<file path="config.mk">
export PLATFORM = sky130hd
export DESIGN_NAME = smc_access_seq_lite30_flat
export DESIGN_NICKNAME = d
export VERILOG_FILES = /design/src/rtl/smc_access_seq_lite30_if.sv /design/src/rtl/smc_access_seq_lite30.sv /design/src/flat_wrapper.sv
export SDC_FILE = /design/constraint.sdc
export NUM_CORES = 1
export LEC_CHECK = 0
export ABC_CLOCK_PERIOD_IN_PS = 4100
export CAP_MARGIN = 20
export CELL_PAD_IN_SITES_DETAIL_PLACEMENT = 1
export CELL_PAD_IN_SITES_GLOBAL_PLACEMENT = 1
export CORE_ASPECT_RATIO = 1.1
export CORE_MARGIN = 2
export CORE_UTILIZATION = 35
export CTS_BUF_LIST = sky130_fd_sc_hd__clkbuf_8
export DETAILED_ROUTE_END_ITERATION = 8
export PLACE_DENSITY_LB_ADDON = 0.1
export SETUP_SLACK_MARGIN = 0.4
export SLEW_MARGIN = 10
export SYNTH_ARGS = -nofsm -noshare
export SYNTH_HDL_FRONTEND = slang
export SYNTH_SLANG_ARGS = --single-unit
</file>
<file path="constraint.sdc">
create_clock -name hclk30 -period 4.1 [get_ports hclk30]
set_clock_uncertainty 0.1 [all_clocks]
set_input_delay 0.615 -clock hclk30 [delete_from_list [all_inputs] [get_ports hclk30]]
set_output_delay 0.615 -clock hclk30 [all_outputs]
set_load 0.03 [all_outputs]
</file>
<file path="src/rtl/smc_access_seq_lite30_if.sv">
// smc_access_seq_lite30 bus bundle.
// AHB-side request/data plus the 8-bit external memory pins.
interface smc_access_seq_lite30_if;
  logic        new_access30;
  logic        n_read30;
  logic [1:0]  xfer_size30;
  logic [31:0] addr;
  logic [31:0] write_data30;
  logic [7:0]  smc_data_in30;
  logic        smc_idle30;
  logic        smc_done30;
  logic        mac_done30;
  logic [31:0] read_data30;
  logic [31:0] smc_addr30;
  logic [7:0]  smc_data_out30;
  logic        smc_n_cs30;
  logic        smc_n_oe30;
  logic        smc_n_we30;

  modport slave (
    input  new_access30, n_read30, xfer_size30,
    input  addr, write_data30, smc_data_in30,
    output smc_idle30, smc_done30, mac_done30,
    output read_data30, smc_addr30, smc_data_out30,
    output smc_n_cs30, smc_n_oe30, smc_n_we30
  );

  modport master (
    output new_access30, n_read30, xfer_size30,
    output addr, write_data30, smc_data_in30,
    input  smc_idle30, smc_done30, mac_done30,
    input  read_data30, smc_addr30, smc_data_out30,
    input  smc_n_cs30, smc_n_oe30, smc_n_we30
  );
endinterface

</file>
<file path="src/rtl/smc_access_seq_lite30.sv">
// smc_access_seq_lite30: splits byte/half/word accesses into
// 8-bit external beats (SETUP, STROBE x WS+1, HOLD).
module smc_access_seq_lite30 #(
  parameter int RD_WS = 1,
  parameter int WR_WS = 1
) (
  input  logic hclk30,
  input  logic sys_reset30,
  smc_access_seq_lite30_if.slave bus
);

  typedef enum logic [1:0] {
    IDLE, SETUP, STROBE, HOLD
  } state_t;

  state_t      state, nstate;
  logic [1:0]  beat, nbeat;
  logic [3:0]  wcnt, nwcnt;
  logic [31:0] lat_addr, naddr;
  logic [1:0]  lat_size, nsize;
  logic        lat_rd, nrd;
  logic [31:0] wdata, nwdata;
  logic        load;
  logic        last_beat;
  logic [1:0]  nlast;
  logic [1:0]  nlane, rlane;
  logic [7:0]  ndout;
  logic        sample;

  logic        idle_q, done_q, mac_q;
  logic        n_cs_q, n_oe_q, n_we_q;
  logic [31:0] rdata_q, saddr_q;
  logic [7:0]  dout_q;

  // index of the final beat: byte 0, half 1, word (and 3) 3
  function automatic logic [1:0] last_of(
    input logic [1:0] s
  );
    unique case (s)
      2'd0:    last_of = 2'd0;
      2'd1:    last_of = 2'd1;
      default: last_of = 2'd3;
    endcase
  endfunction

  assign last_beat = (beat == last_of(lat_size));

  always_comb begin
    load   = 1'b0;
    nstate = state;
    nbeat  = beat;
    nwcnt  = wcnt;
    unique case (state)
      IDLE: begin
        if (bus.new_access30) begin
          load   = 1'b1;
          nstate = SETUP;
          nbeat  = 2'd0;
        end
      end
      SETUP: begin
        nstate = STROBE;
        nwcnt  = lat_rd ? 4'(RD_WS) : 4'(WR_WS);
      end
      STROBE: begin
        if (wcnt == 4'd0) nstate = HOLD;
        else              nwcnt  = wcnt - 4'd1;
      end
      HOLD: begin
        if (!last_beat) begin
          nstate = SETUP;
          nbeat  = beat + 2'd1;
        end else if (bus.new_access30) begin
          load   = 1'b1;
          nstate = SETUP;
          nbeat  = 2'd0;
        end else begin
          nstate = IDLE;
        end
      end
      default: nstate = IDLE;
    endcase
  end

  always_comb begin
    naddr  = load ? bus.addr : lat_addr;
    nsize  = load ? bus.xfer_size30 : lat_size;
    nrd    = load ? !bus.n_read30 : lat_rd;
    // write data arrives in the data phase, one cycle late
    nwdata = (state == SETUP && beat == 2'd0)
           ? bus.write_data30 : wdata;
    nlast  = last_of(nsize);
    nlane  = naddr[1:0] + nbeat;
    rlane  = lat_addr[1:0] + beat;
    ndout  = nwdata[{nlane, 3'b000} +: 8];
    sample = (state == STROBE) && (wcnt == 4'd0)
           && lat_rd;
  end

  always_ff @(posedge hclk30) begin
    if (sys_reset30) begin
      state    <= IDLE;
      beat     <= 2'd0;
      wcnt     <= 4'd0;
      lat_addr <= 32'd0;
      lat_size <= 2'd0;
      lat_rd   <= 1'b0;
      wdata    <= 32'd0;
      idle_q   <= 1'b1;
      done_q   <= 1'b0;
      mac_q    <= 1'b0;
      n_cs_q   <= 1'b1;
      n_oe_q   <= 1'b1;
      n_we_q   <= 1'b1;
      rdata_q  <= 32'd0;
      saddr_q  <= 32'd0;
      dout_q   <= 8'd0;
    end else begin
      state    <= nstate;
      beat     <= nbeat;
      wcnt     <= nwcnt;
      lat_addr <= naddr;
      lat_size <= nsize;
      lat_rd   <= nrd;
      wdata    <= nwdata;
      idle_q   <= (nstate == IDLE);
      done_q   <= (nstate == HOLD);
      mac_q    <= (nstate != IDLE)
               && (nbeat == nlast);
      n_cs_q   <= (nstate == IDLE);
      n_oe_q   <= !((nstate == STROBE) && nrd);
      n_we_q   <= !((nstate == STROBE) && !nrd);
      if (nstate != IDLE)
        saddr_q <= naddr + 32'(nbeat);
      if (nstate != IDLE && !nrd)
        dout_q <= ndout;
      if (sample)
        rdata_q[{rlane, 3'b000} +: 8] <= bus.smc_data_in30;
    end
  end

  assign bus.smc_idle30     = idle_q;
  assign bus.smc_done30     = done_q;
  assign bus.mac_done30     = mac_q;
  assign bus.smc_n_cs30     = n_cs_q;
  assign bus.smc_n_oe30     = n_oe_q;
  assign bus.smc_n_we30     = n_we_q;
  assign bus.read_data30    = rdata_q;
  assign bus.smc_addr30     = saddr_q;
  assign bus.smc_data_out30 = dout_q;

endmodule

</file>
<file path="src/flat_wrapper.sv">
// flat-port wrapper written by rule: the top's interface ports become plain ports
module smc_access_seq_lite30_flat 
#(
  parameter int RD_WS = 1,
  parameter int WR_WS = 1
)
  (hclk30, sys_reset30, bus_new_access30, bus_n_read30, bus_xfer_size30, bus_addr, bus_write_data30, bus_smc_data_in30, bus_smc_idle30, bus_smc_done30, bus_mac_done30, bus_read_data30, bus_smc_addr30, bus_smc_data_out30, bus_smc_n_cs30, bus_smc_n_oe30, bus_smc_n_we30);
  smc_access_seq_lite30_if bus_i ();
  input  logic hclk30;
  input  logic sys_reset30;
  input wire logic [$bits(bus_i.new_access30)-1:0] bus_new_access30;
  input wire logic [$bits(bus_i.n_read30)-1:0] bus_n_read30;
  input wire logic [$bits(bus_i.xfer_size30)-1:0] bus_xfer_size30;
  input wire logic [$bits(bus_i.addr)-1:0] bus_addr;
  input wire logic [$bits(bus_i.write_data30)-1:0] bus_write_data30;
  input wire logic [$bits(bus_i.smc_data_in30)-1:0] bus_smc_data_in30;
  output wire logic [$bits(bus_i.smc_idle30)-1:0] bus_smc_idle30;
  output wire logic [$bits(bus_i.smc_done30)-1:0] bus_smc_done30;
  output wire logic [$bits(bus_i.mac_done30)-1:0] bus_mac_done30;
  output wire logic [$bits(bus_i.read_data30)-1:0] bus_read_data30;
  output wire logic [$bits(bus_i.smc_addr30)-1:0] bus_smc_addr30;
  output wire logic [$bits(bus_i.smc_data_out30)-1:0] bus_smc_data_out30;
  output wire logic [$bits(bus_i.smc_n_cs30)-1:0] bus_smc_n_cs30;
  output wire logic [$bits(bus_i.smc_n_oe30)-1:0] bus_smc_n_oe30;
  output wire logic [$bits(bus_i.smc_n_we30)-1:0] bus_smc_n_we30;
  assign bus_i.new_access30 = bus_new_access30;
  assign bus_i.n_read30 = bus_n_read30;
  assign bus_i.xfer_size30 = bus_xfer_size30;
  assign bus_i.addr = bus_addr;
  assign bus_i.write_data30 = bus_write_data30;
  assign bus_i.smc_data_in30 = bus_smc_data_in30;
  assign bus_smc_idle30 = bus_i.smc_idle30;
  assign bus_smc_done30 = bus_i.smc_done30;
  assign bus_mac_done30 = bus_i.mac_done30;
  assign bus_read_data30 = bus_i.read_data30;
  assign bus_smc_addr30 = bus_i.smc_addr30;
  assign bus_smc_data_out30 = bus_i.smc_data_out30;
  assign bus_smc_n_cs30 = bus_i.smc_n_cs30;
  assign bus_smc_n_oe30 = bus_i.smc_n_oe30;
  assign bus_smc_n_we30 = bus_i.smc_n_we30;
  smc_access_seq_lite30 #(.RD_WS(RD_WS), .WR_WS(WR_WS)) u_core (.hclk30(hclk30), .sys_reset30(sys_reset30), .bus(bus_i));
endmodule
</file>
==> impl_metrics.prom, run 1 <==
# TYPE chip_impl_metric gauge
chip_impl_metric{name="syn-instance-count",unit=""} 856
chip_impl_metric{name="finalNetCount",unit=""} 1120
chip_impl_info{name="critical-path-slowest-cell",value="fa_2"} 1
chip_impl_metric{name="drt_first_iter_violations",unit=""} 312
chip_impl_metric{name="grt_remaining_overflow",unit=""} 0
chip_impl_info{name="timing.critical_path.cells",value="ha_4, or3b_4, o21a_4, buf_12, nor2_4, nand2_2, nand2_2, ha_4, inv_2, fa_2, nand4b_1, or2_4, or3_4, xnor2_2, nand2_1, a311oi_2"} 1
chip_impl_metric{name="core-area",unit="mm²"} 0.0206
chip_impl_info{name="most_common_library_cell_in_the_layout_ignoring_fill_and_taps",value="clkdlybuf4s50_1"} 1
chip_impl_metric{name="area_of_combinational_cells_with_multiple_inputs",unit="mm²"} 0.00423
chip_impl_metric{name="async_flop_share",unit=""} 0
chip_impl_metric{name="worst_slew_pin_slew",unit="ns"} 1.06
chip_impl_metric{name="register_area",unit="mm²"} 0.00305
chip_impl_metric{name="die-area",unit="mm²"} 0.0222
chip_impl_metric{name="num_vias",unit=""} 6977
chip_impl_metric{name="final_hold_vios",unit=""} 0
chip_impl_metric{name="report.power.total",unit="µW"} 5590
chip_impl_metric{name="filler_cell_count",unit=""} 2423
chip_impl_info{name="hold_class",value="register to register"} 1
chip_impl_metric{name="post_synth_num_cell_types",unit=""} 69
chip_impl_metric{name="maxSlewHeadroom",unit=""} 0.291
chip_impl_metric{name="timing.critical_path.slowest_cell_delay",unit="ns"} 0.41
chip_impl_metric{name="number_of_global_route_vias_before_repair",unit=""} 7151
chip_impl_info{name="endpoint_kind",value="register"} 1
chip_impl_metric{name="grt_use_total",unit=""} 0.223
chip_impl_metric{name="number_of_enable_flip_flop_cells_after_synthesis",unit=""} 0
chip_impl_metric{name="antenna_left",unit=""} 0
chip_impl_metric{name="worst-endpoint-required",unit="ns"} 4.39
chip_impl_metric{name="placement.io_buffers",unit=""} 155
chip_impl_info{name="outcome",value="completed"} 1
chip_impl_metric{name="initial_antenna_violation_count",unit=""} 0
chip_impl_metric{name="worstPathBufferInverterCount",unit=""} 2
chip_impl_metric{name="die-width",unit="µm"} 142
chip_impl_metric{name="grt_pass1_wl",unit="mm"} 38.8
chip_impl_metric{name="net_count_after_synthesis",unit=""} 950
chip_impl_metric{name="postRouteWirelength",unit="mm"} 24.7
chip_impl_metric{name="cts.hold.buffers_added",unit=""} 0
chip_impl_metric{name="tns",unit="ns"} 0
chip_impl_info{name="cp-start-kind",value="register"} 1
chip_impl_metric{name="cellLeakagePower",unit="µW"} 0.00375
chip_impl_metric{name="cts.reportedPaths.clkPinSlew",unit="ns"} 0.10
chip_impl_metric{name="power.density",unit="mW/mm²"} 560
chip_impl_metric{name="final_cells",unit=""} 1295
chip_impl_metric{name="area_delta_synth_final",unit="%"} 35.9
chip_impl_info{name="timing.critical_path.max_delay_family",value="simple AND/OR/NAND/NOR gates"} 1
chip_impl_info{name="critPathKind",value="register to register"} 1
chip_impl_metric{name="route.detailed.drc",unit=""} 0
chip_impl_metric{name="detailedRoute.firstPassIterationCount",unit=""} 4
chip_impl_metric{name="cts_made_buffers",unit=""} 17
chip_impl_metric{name="maximum_fanout_count_along_the_critical_path",unit=""} 4
chip_impl_metric{name="rows",unit=""} 55
chip_impl_metric{name="vdd_ir_drop_max",unit="mV"} 0.280
chip_impl_metric{name="netlist_area_pre_place",unit="mm²"} 0.00735
chip_impl_info{name="dominant_synthesized_flop_cell",value="dfxtp_1"} 1
chip_impl_metric{name="post_route_cells_drive_above_1_share",unit=""} 0.139
chip_impl_metric{name="max_transition_viols_final",unit=""} 0
chip_impl_metric{name="finalWeightedCongestion",unit=""} 0.838
chip_impl_metric{name="mapped_avg_cell_area",unit="µm²"} 8.59
chip_impl_metric{name="synth-warning-count",unit=""} 0
chip_impl_metric{name="placed_cell_count",unit=""} 1239
chip_impl_metric{name="detailed_place_hpwl",unit="mm"} 17.1
chip_impl_metric{name="synth.ff_latch_count",unit=""} 152
chip_impl_metric{name="ios",unit=""} 156
chip_impl_metric{name="fmax",unit="MHz"} 269
chip_impl_metric{name="sequential_share_of_the_synthesized_area",unit=""} 0.414
chip_impl_info{name="grt_setup_unrepaired",value="yes"} 1
chip_impl_metric{name="clk_latency",unit="ns"} 0.47
chip_impl_metric{name="viasPerCell",unit=""} 5.39
chip_impl_metric{name="htreeDepth",unit=""} 4
chip_impl_metric{name="starting_density_of_the_core",unit=""} 0.357
chip_impl_metric{name="finalSetupViolations",unit=""} 0
chip_impl_metric{name="post_drt_wl_per_cell",unit="µm"} 19.1
chip_impl_metric{name="cts_num_sinks",unit=""} 152
chip_impl_metric{name="fin_crit",unit="ns"} 3.72
chip_impl_metric{name="cts_buffer_depth",unit=""} 2
chip_impl_info{name="buffer_cell_driving_the_clock_tree_root",value="clkbuf_8"} 1
chip_impl_metric{name="worst-endpoint-arrival",unit="ns"} 4.01
chip_impl_metric{name="die_h",unit="µm"} 156
chip_impl_metric{name="grt_start_max_net_pins",unit=""} 65
chip_impl_info{name="tritoncts",value="yes"} 1
chip_impl_metric{name="total_inserted_antenna_cells",unit=""} 0
chip_impl_metric{name="cap_viol_max_count",unit=""} 0
chip_impl_metric{name="min_period_over_period",unit=""} 0.908
chip_impl_info{name="mostFrequentLayoutCells",value="clkdlybuf4s50_1, dfxtp_1, nand2_1, nor2_1, a21oi_1"} 1
## cell type report
class                           count  area share
Clock inverter                     15      0.0157
Tap cell                          256      0.0321
Sequential cell                   152       0.306
Timing Repair Buffer              200       0.191
Multi-Input combinational cell    632       0.424
Inverter                           23     0.00865
Clock buffer                       17      0.0234
## metal layers
metal	vias to the layer above	routed length, µm	track usage
met5	-	0	0
met4	0	379	0.0700
met3	29	846	0.0292
met2	145	12700	0.398
met1	3409	10700	0.278
li1	3394	-	-
## synthesized netlist by cell type, drive strengths merged, types with 6 or more instances
| master | count | share of area |
|---|---|---|
| a211oi | 21 | 0.023 |
| a21oi | 76 | 0.052 |
| and2 | 7 | 0.0060 |
| and3 | 6 | 0.0051 |
| and4 | 11 | 0.013 |
| buf | 19 | 0.015 |
| clkbuf | 30 | 0.015 |
| dfxtp | 152 | 0.41 |
| ha | 15 | 0.026 |
| inv | 23 | 0.012 |
| mux2i | 51 | 0.069 |
| mux4 | 8 | 0.025 |
| nand2 | 112 | 0.058 |
| nand3 | 59 | 0.040 |
| nand4 | 20 | 0.017 |
| nor2 | 84 | 0.043 |
| nor3 | 23 | 0.016 |
| nor4 | 6 | 0.0051 |
| o211ai | 13 | 0.013 |
| o21ai | 22 | 0.015 |
| xnor2 | 16 | 0.019 |
| xor2 | 18 | 0.021 |
## what timing repair did
item / in CTS / in global routing
hold endpoints to repair: 0 / 0
endpoints found under the setup margin: 21 / 24
resized for setup: 15 / 29
pin swaps: 12 / 17
setup buffers: 14 / 10
## per-stage QoR
stage                     instance area [µm²]  hold slack [ns]  setup WS, ns   util
after detailed placement                 9230            0.345         0.165  0.449
after global placement                   9230            0.340         0.221  0.449
after global routing                     9980            0.377         0.261  0.485
after floorplan                          7440            0.345         0.266      -
final                                    9980            0.356         0.376  0.485
after CTS                                9780            0.358         0.375  0.475
## where the power goes
group	internal, µW	switching, µW
Combinational	995	1510
Sequential	1760	183
Clock	456	689
Total	3210	2380
## registers in the layout, indices dropped and copies added, names as in the netlist, 4 cells and up
name,count
u_core.lat_addr,32
u_core.bus.read_data30,32
u_core.bus.smc_data_out30,8
u_core.wdata,32
u_core.bus.smc_addr30,32
u_core.wcnt,4
## worst register-to-register path, stage by stage (launching register included)
cell	delay [ns]
dfxtp_4	0.38
ha_4	0.13
or3b_4	0.38
o21a_4	0.23
buf_12	0.13
nor2_4	0.11
nand2_2	0.07
nand2_2	0.08
ha_4	0.14
inv_2	0.04
fa_2	0.41
nand4b_1	0.29
or2_4	0.31
or3_4	0.38
xnor2_2	0.15
nand2_1	0.07
a311oi_2	0.25
## kinds of logic (layout without fill, tap and decap cells)
group                      Yosys count  count (layout)  synth area share
AOI/OAI and AO/OA                  164             164             0.144
and+or+nand+nor                    356             356             0.233
buffers and inverters               72             255            0.0420
muxes                               62              62            0.0986
adders and majority gates           16              16            0.0283
xor gates and xnor gates            34              34            0.0405
DFF                                152             152             0.414
## path summary, 6_finish.rpt
kind	start	end	slack, ns	cells past startpoint
worst max-delay path	u_core.state[0]	u_core.bus.smc_addr30[20]	0.38	16
worst min-delay path	u_core.bus.read_data30[13]	u_core.bus.read_data30[13]	0.36	2
worst max register to register	u_core.state[0]	u_core.bus.smc_addr30[20]	0.38	16
worst min register to register	u_core.bus.read_data30[13]	u_core.bus.read_data30[13]	0.36	2
(Power assumes the default switching activity.)
==> inputs of run 2 (changes only) <==
--- a/config.mk
+++ b/config.mk
@@ -5,16 +5,17 @@
 export SDC_FILE = /design/constraint.sdc
 export NUM_CORES = 1
 export LEC_CHECK = 0
+export ABC_AREA = 1
 export ABC_CLOCK_PERIOD_IN_PS = 4100
 export CAP_MARGIN = 20
 export CELL_PAD_IN_SITES_DETAIL_PLACEMENT = 1
 export CELL_PAD_IN_SITES_GLOBAL_PLACEMENT = 1
 export CORE_ASPECT_RATIO = 1.1
 export CORE_MARGIN = 2
-export CORE_UTILIZATION = 35
+export CORE_UTILIZATION = 34
 export CTS_BUF_LIST = sky130_fd_sc_hd__clkbuf_8
 export DETAILED_ROUTE_END_ITERATION = 8
-export PLACE_DENSITY_LB_ADDON = 0.1
+export PLACE_DENSITY_LB_ADDON = 0.15
 export SETUP_SLACK_MARGIN = 0.4
 export SLEW_MARGIN = 10
 export SYNTH_ARGS = -nofsm -noshare
==> run 2 against run 1 <==
Via count up 1.8%; largest power group unchanged; largest cell class unchanged; cell count increased by 13%; design area decreased by 3.3%; highest routed layer unchanged; hold slack better by 0.025 ns; routed wire length shrank 2.4%; clock power increased by 18%.
==> impl_metrics.prom, run 2 <==
# TYPE chip_impl_metric gauge
chip_impl_metric{name="postRouteWirelength",unit="mm"} 24.1
chip_impl_info{name="hold_class",value="register to register"} 1
chip_impl_metric{name="async_flop_share",unit=""} 0
chip_impl_metric{name="vdd_ir_drop_max",unit="mV"} 0.312
chip_impl_metric{name="maximum_fanout_count_along_the_critical_path",unit=""} 35
chip_impl_metric{name="htreeDepth",unit=""} 4
chip_impl_metric{name="post_drt_wl_per_cell",unit="µm"} 16.4
chip_impl_info{name="timing.critical_path.max_delay_family",value="simple AND/OR/NAND/NOR gates"} 1
chip_impl_info{name="hold_path.startpoint",value="u_core.wcnt[0]"} 1
chip_impl_metric{name="worst_slew_pin_slew",unit="ns"} 1.03
chip_impl_metric{name="regToRegSetupSlack",unit="ns"} 0.71
chip_impl_metric{name="internal_power",unit="µW"} 3850
chip_impl_metric{name="maxSlewHeadroom",unit=""} 0.310
chip_impl_metric{name="num_vias",unit=""} 7100
chip_impl_metric{name="antenna_left",unit=""} 0
chip_impl_metric{name="cts.reportedPaths.clkPinSlew",unit="ns"} 0.09
chip_impl_metric{name="placed_cell_count",unit=""} 1437
chip_impl_metric{name="cap_viol_max_count",unit=""} 0
chip_impl_metric{name="cts_num_sinks",unit=""} 152
chip_impl_metric{name="sequential_share_of_the_synthesized_area",unit=""} 0.409
chip_impl_metric{name="power.density",unit="mW/mm²"} 747
chip_impl_info{name="cp-start-kind",value="register"} 1
chip_impl_metric{name="switching_power",unit="µW"} 3350
chip_impl_metric{name="netlist_area_pre_place",unit="mm²"} 0.00743
chip_impl_metric{name="final_design_area_no_fill",unit="mm²"} 0.00966
chip_impl_metric{name="grt_use_total",unit=""} 0.211
chip_impl_info{name="grt_setup_unrepaired",value="no"} 1
chip_impl_metric{name="route.detailed.drc",unit=""} 0
chip_impl_metric{name="synth.ff_latch_count",unit=""} 152
chip_impl_metric{name="cts_made_buffers",unit=""} 17
chip_impl_metric{name="total_inserted_antenna_cells",unit=""} 0
chip_impl_metric{name="post_cts_setup_buffer_count",unit=""} 0
chip_impl_info{name="synth_top_cells_by_area",value="dfxtp_1, nand2_1, nor2_1"} 1
chip_impl_metric{name="rows",unit=""} 56
chip_impl_metric{name="detailedRoute.firstPassIterationCount",unit=""} 4
chip_impl_metric{name="number_of_enable_flip_flop_cells_after_synthesis",unit=""} 0
chip_impl_metric{name="synthDominantCellAreaShare",unit=""} 0.409
chip_impl_metric{name="net_count_after_synthesis",unit=""} 1123
chip_impl_metric{name="worst-endpoint-required",unit="ns"} 4.36
chip_impl_metric{name="number_of_global_route_vias_before_repair",unit=""} 7285
chip_impl_metric{name="core-area",unit="mm²"} 0.0214
chip_impl_info{name="dominant_synthesized_flop_cell",value="dfxtp_1"} 1
chip_impl_info{name="critPathKind",value="register to register"} 1
chip_impl_metric{name="worstPathBufferInverterCount",unit=""} 3
chip_impl_info{name="crit-reg2reg-launch",value="u_core.beat[1]"} 1
chip_impl_info{name="buffer_cell_driving_the_clock_tree_root",value="clkbuf_8"} 1
chip_impl_metric{name="post_route_cells_drive_above_1_share",unit=""} 0.0798
chip_impl_metric{name="fmax",unit="MHz"} 295
chip_impl_info{name="tritoncts",value="yes"} 1
chip_impl_info{name="setup.worst_path.end",value="u_core.bus.smc_addr30[30]"} 1
chip_impl_metric{name="final_cells",unit=""} 1468
chip_impl_metric{name="cellLeakagePower",unit="µW"} 0.00440
chip_impl_info{name="endpoint_kind",value="register"} 1
chip_impl_info{name="critical-path-slowest-cell",value="mux2i_1"} 1
chip_impl_metric{name="worst-endpoint-arrival",unit="ns"} 3.64
chip_impl_info{name="timing.critical_path.cells",value="xnor2_1, nand3_2, nand2_8, a21oi_1, mux2i_1, ha_1, inv_1, fa_1, inv_1, nand3_1, nor2_4, nand2_2, nor2_2, nand2_1, nand2_1, nand3_1, nand2_1, inv_1"} 1
chip_impl_info{name="rr_endpoint",value="u_core.bus.smc_addr30[30]"} 1
chip_impl_metric{name="final_core_utilization",unit=""} 0.452
chip_impl_metric{name="cts.hold.buffers_added",unit=""} 0
chip_impl_info{name="most_common_library_cell_in_the_layout_ignoring_fill_and_taps",value="nand2_1"} 1
chip_impl_metric{name="grt_pass1_wl",unit="mm"} 39.1
chip_impl_metric{name="min_period_over_period",unit=""} 0.827
chip_impl_metric{name="timing.critical_path.depth",unit=""} 18
chip_impl_metric{name="power.share.switching",unit=""} 0.465
chip_impl_metric{name="grt_remaining_overflow",unit=""} 0
chip_impl_metric{name="initial_antenna_violation_count",unit=""} 0
chip_impl_metric{name="pwr-share-comb",unit=""} 0.531
chip_impl_metric{name="ios",unit=""} 156
chip_impl_metric{name="cts_buffer_depth",unit=""} 2
chip_impl_metric{name="area_delta_synth_final",unit="%"} 29.9
chip_impl_metric{name="placed_cell_area",unit="mm²"} 0.00918
chip_impl_metric{name="detailed_place_hpwl",unit="mm"} 17.8
chip_impl_info{name="post_synthesis_cell_type_with_the_largest_combined_area",value="dfxtp_1"} 1
chip_impl_metric{name="die_h",unit="µm"} 159
chip_impl_metric{name="post_synth_num_cell_types",unit=""} 40
chip_impl_info{name="synth.most_common_cell",value="nand2_1"} 1
chip_impl_metric{name="die-width",unit="µm"} 145
chip_impl_info{name="ys_top_cells_by_count",value="nand2_1, dfxtp_1, nor2_1, inv_1, nand3_1"} 1
chip_impl_metric{name="starting_density_of_the_core",unit=""} 0.348
chip_impl_info{name="mostFrequentLayoutCells",value="nand2_1, clkdlybuf4s50_1, dfxtp_1, nor2_1, inv_1"} 1
chip_impl_info{name="outcome",value="completed"} 1
chip_impl_metric{name="mapped_avg_cell_area",unit="µm²"} 7.22
chip_impl_metric{name="syn-instance-count",unit=""} 1029
chip_impl_metric{name="synth-warning-count",unit=""} 0
chip_impl_metric{name="final_hold_vios",unit=""} 0
chip_impl_info{name="timing.critical_path.from",value="u_core.beat[1]"} 1
chip_impl_metric{name="power_frac_clock",unit=""} 0.189
chip_impl_metric{name="finalSetupViolations",unit=""} 0
chip_impl_metric{name="placement.io_buffers",unit=""} 155
chip_impl_metric{name="viasPerCell",unit=""} 4.84
chip_impl_metric{name="post_cts.resized_instances",unit=""} 0
chip_impl_metric{name="grt_start_max_net_pins",unit=""} 59
chip_impl_metric{name="max_transition_viols_final",unit=""} 0
chip_impl_metric{name="finalWeightedCongestion",unit=""} 0.850
chip_impl_metric{name="fin_crit",unit="ns"} 3.39
chip_impl_metric{name="clk_latency",unit="ns"} 0.45
chip_impl_metric{name="r2r.worst_path.cells",unit=""} 18
chip_impl_metric{name="tns",unit="ns"} 0
chip_impl_metric{name="timing.critical_path.slowest_cell_delay",unit="ns"} 0.40
chip_impl_metric{name="drt_first_iter_violations",unit=""} 225
chip_impl_metric{name="die-area",unit="mm²"} 0.0231
chip_impl_metric{name="p_seq_frac",unit=""} 0.280
chip_impl_metric{name="finalNetCount",unit=""} 1260
-- run 2: changes by cell type after synthesis, sizes merged, moves of 12 or more --
cell / delta
xor2: -12
a211oi: -21
mux2i: -18
xnor2: -15
a21oi: -57
inv: +95
o211a: +14
nand3: +33
nand4: -18
nand2: +150
nor2: +62
o21ai: +44
-- run 2: area by class of cell --
cell class	instances	area, µm²
flip-flops and latches	152	3040
repair buffers	165	1620
well taps	290	363
multi-input cells	710	3710
clock buffers	18	248
clock inverters	13	216
inverters	120	450
fillers	2660	11700
-- run 2: worst min-delay path by stage --
| stage | slack, ns | cells after the start | to |
|---|---|---|---|
| after floorplan | 0.34 | 2 | u_core.wcnt[0] |
| after global placement | 0.35 | 2 | u_core.wcnt[0] |
| after detailed placement | 0.37 | 2 | u_core.wcnt[0] |
| after CTS | 0.39 | 2 | u_core.wcnt[0] |
| after global routing | 0.41 | 2 | u_core.wcnt[0] |
| final | 0.38 | 2 | u_core.wcnt[0] |
-- run 2: metal layers --
layer / GRT usage / wire length, µm / vias up
li1: - / - / 3572
met1: 0.284 / 11500 / 3365
met2: 0.353 / 11300 / 147
met3: 0.0378 / 1060 / 16
met4: 0.0468 / 231 / 0
met5: 0 / 0 / -
-- run 2: logic make-up after synthesis --
group / share of synthesized area
DFF: 0.409
and+or+nand+nor: 0.311
buffers and inverters: 0.0924
AOI/OAI and AO/OA: 0.107
adders and majority gates: 0.0279
muxes: 0.0444
xor gates and xnor gates: 0.00825
-- run 2: through the flow --
step                      hold WS, ns  setup WS, ns  power [µW]
after floorplan                 0.344         0.830        4740
after global placement          0.351         0.502        5850
after detailed placement        0.367         0.435        5910
after CTS                       0.386         0.568        7310
after global routing            0.415         0.438        7820
final                           0.381         0.711        7210
-- run 2: worst min-delay path, stage by stage, from the launching register on --
cell and delay, ns:
dfxtp_1 0.32, nand2_1 0.06, a21oi_1 0.05
-- run 2: power groups by stage --
stage          sequential (µW)  combinational (µW)  clock [µW]
4_1_cts                   2030                3880        1400
5_1_grt                   2060                4300        1460
3_5_place_dp              2050                3850           0
3_3_place_gp              2050                3800           0
2_1_floorplan             2290                2450           0
6_report                  2020                3820        1360
==> RTL change: new RTL, settings of run 1 <==
Reset style: asynchronous (`sys_reset30`), changed in one clocked block.
--- a/src/rtl/smc_access_seq_lite30.sv
+++ b/src/rtl/smc_access_seq_lite30.sv
@@ -98,5 +98,5 @@
   end
 
-  always_ff @(posedge hclk30) begin
+  always_ff @(posedge hclk30 or posedge sys_reset30) begin
     if (sys_reset30) begin
       state    <= IDLE;
Function: differs if sys_reset30 is asserted again (counterexample within 4 cycles, from zero or initial values and one cycle with sys_reset30 high); with sys_reset30 held inactive, the same outputs for 10 cycles.
==> RTL change against run 1 <==
Synthesized cell count down 15%; sequential cell count unchanged; critical path type unchanged; wire length shrank 4.1%; global-route usage down 1.3 points; largest cell class is now flip-flops and latches; synthesized area up 2.4%; design area is 3.0% higher; worst setup slack improved by 0.044 ns.
Power is not compared: it rests on default switching activity, and its combinational part moved more than twofold at a synthesized area within 25%.
==> RTL change: results (changes against run 1) <==
----------------------------------------------------
[Status]
  Status ... finished clean (unchanged)

[Global routing]
  First-pass GRT wire length ... 36.76 mm (was 38.85 mm)
  Number of antenna violations at the first check in global routing ... 1 (was 0)
  Number of global-route vias before repair ... 6809 (was 7151)
  GRT Util Overall ... 20.95% (was 22.30%)
  Pin count of the biggest net entering global routing ... 60 (was 65)

[Routing]
  Pre-antenna DRT Iters ... 4 (unchanged)
  Number of DRC markers in iteration 0 ... 287 (was 312)
  Via-per-instance ratio ... 5.264 (was 5.388)
  Average wire per standard cell ... 19.53 um (was 19.05 um)

[Finish]
  Ratio of cells with drive above 1 in the final layout ... 19.98% (was 13.86%)
  Post-layout net count ... 1004 (was 1120)

[Placed design]
  Final GP Congestion ... 0.8578 (was 0.8378)
  Placed wire-length estimate after detailed placement ... 16.87 mm (was 17.12 mm)
  Setup slack at placement ... 0.04920 ns (was 0.1649 ns)

[Power]
  Static Leakage ... 4.254 nW
  Share of power burned in registers ... 28.4%
  Power dissipated in combinational cells ... 0.00552 W

[Critical path]
  Crit path arrival time ... 3.94 ns (was 4.01 ns)
  Peak per-stage delay on the critical path ... 0.43 ns (was 0.41 ns)

[STA]
  Transition at the pin with the smallest max-transition slack ... 0.9154 ns (was 1.060 ns)

[Yosys]
  Count of unique library cells instantiated by Yosys ... 59 (was 69)
  Share of synthesized registers carrying an async set or reset ... 100.0% (was 0%)
  Most area-consuming cells after synthesis ... sky130_fd_sc_hd__dfrtp_1, sky130_fd_sc_hd__mux2_2, sky130_fd_sc_hd__nand2_1, sky130_fd_sc_hd__o21ai_0, sky130_fd_sc_hd__ha_1 (was sky130_fd_sc_hd__dfxtp_1, sky130_fd_sc_hd__mux2i_1, sky130_fd_sc_hd__nand2_1, sky130_fd_sc_hd__a21oi_1, sky130_fd_sc_hd__nor2_1)
  Syn Nets ... 824 (was 950)
  Post-synthesis sequential area ratio ... 50.59% (was 41.40%)
  Top cell types by occurrence after synthesis ... sky130_fd_sc_hd__dfrtp_1, sky130_fd_sc_hd__nand2_1, sky130_fd_sc_hd__mux2_2 (was sky130_fd_sc_hd__dfxtp_1, sky130_fd_sc_hd__nand2_1, sky130_fd_sc_hd__nor2_1)

[CTS]
  Clock transition time at the flip-flop clock pins of the worst setup and hold paths ... 0.08 ns (was 0.10 ns)

----------------------------------------------------
RTL change: changes by cell type after synthesis, sizes merged, moves of 11 or more:
cell    delta
dfxtp    -152
dfrtp    +149
mux2      +72
nor2      -67
a21oi     -53
o21ai     +53
mux2i     -36
nand3     -31
a211oi    -19
nor3      -13
xor2      -12
o31ai     +11
RTL change: cell type report:
cell class,instances,area [um^2]
Clock inverter,11,168.9
Fill cell,2335,10950
Tap cell,290,362.8
Timing Repair Buffer,196,1896
Antenna cell,1,2.502
Clock buffer,20,275.3
Inverter,22,88.84
Sequential cell,152,3807
Multi-Input combinational cell,520,3680
RTL change: final timing paths:
path / startpoint / endpoint / slack (ns) / cells past startpoint
hold reg to reg: u_core.bus.read_data30[3] / u_core.bus.read_data30[3] / 0.38 / 2
max in group asynchronous: sys_reset30 / u_core.bus.smc_idle30 / 2.50 / 3
hold / removal: u_core.bus.read_data30[3] / u_core.bus.read_data30[3] / 0.38 / 2
setup / recovery: u_core.state[1] / u_core.bus.smc_addr30[14] / 0.42 / 14
setup reg to reg: u_core.state[1] / u_core.bus.smc_addr30[14] / 0.42 / 14
min in group asynchronous: sys_reset30 / u_core.bus.read_data30[6] / 0.60 / 2
RTL change: cell families after synthesis:
kind of cell | after synthesis | share of synthesized area [%]
AO/OA/AOI/OAI | 154 | 12.55
flip-flops | 152 | 50.59
multiplexers | 90 | 13.22
XOR/XNOR | 20 | 2.328
buffers and inverters | 57 | 3.009
AND/OR/NAND/NOR | 239 | 15.38
adder cells (fa/ha/maj) | 17 | 2.926
RTL change: worst min-delay path, cell delays in order (launching register included):
cell and delay (ns):
sky130_fd_sc_hd__dfrtp_1 0.35, sky130_fd_sc_hd__nand2_1 0.04, sky130_fd_sc_hd__o21ai_0 0.06
RTL change: timing repair:
action | CTS | global route
resized for setup | 10 | 20
setup buffers | 9 | 17
setup endpoints to repair | 24 | 24
hold endpoints to repair | 0 | 0
pin swaps | 6 | 19
RTL change: stage by stage:
step | total power (W) | hold WS, ns | instance area, um^2 | instances
final | 0.009530 | 0.3846 | 10280 | 1212
after global routing | 0.01023 | 0.4132 | 10280 | 1211
after CTS | 0.009443 | 0.3891 | 10040 | 1194
after detailed placement | 0.008021 | 0.3696 | 9503 | 1154
after global placement | 0.007774 | 0.3598 | 9492 | 1153
after floorplan | 0.006165 | 0.3150 | 7620 | 729
RTL change: per-layer routing:
| metal | up-vias | track usage [%] | part of all wire (%) |
|---|---|---|---|
| li1 | 2983 | - | - |
| met1 | 3237 | 26.19 | 43 |
| met2 | 137 | 37.21 | 52 |
| met3 | 23 | 3.751 | 3.5 |
| met4 | 0 | 5.602 | 1.5 |
| met5 | - | 0 | 0 |
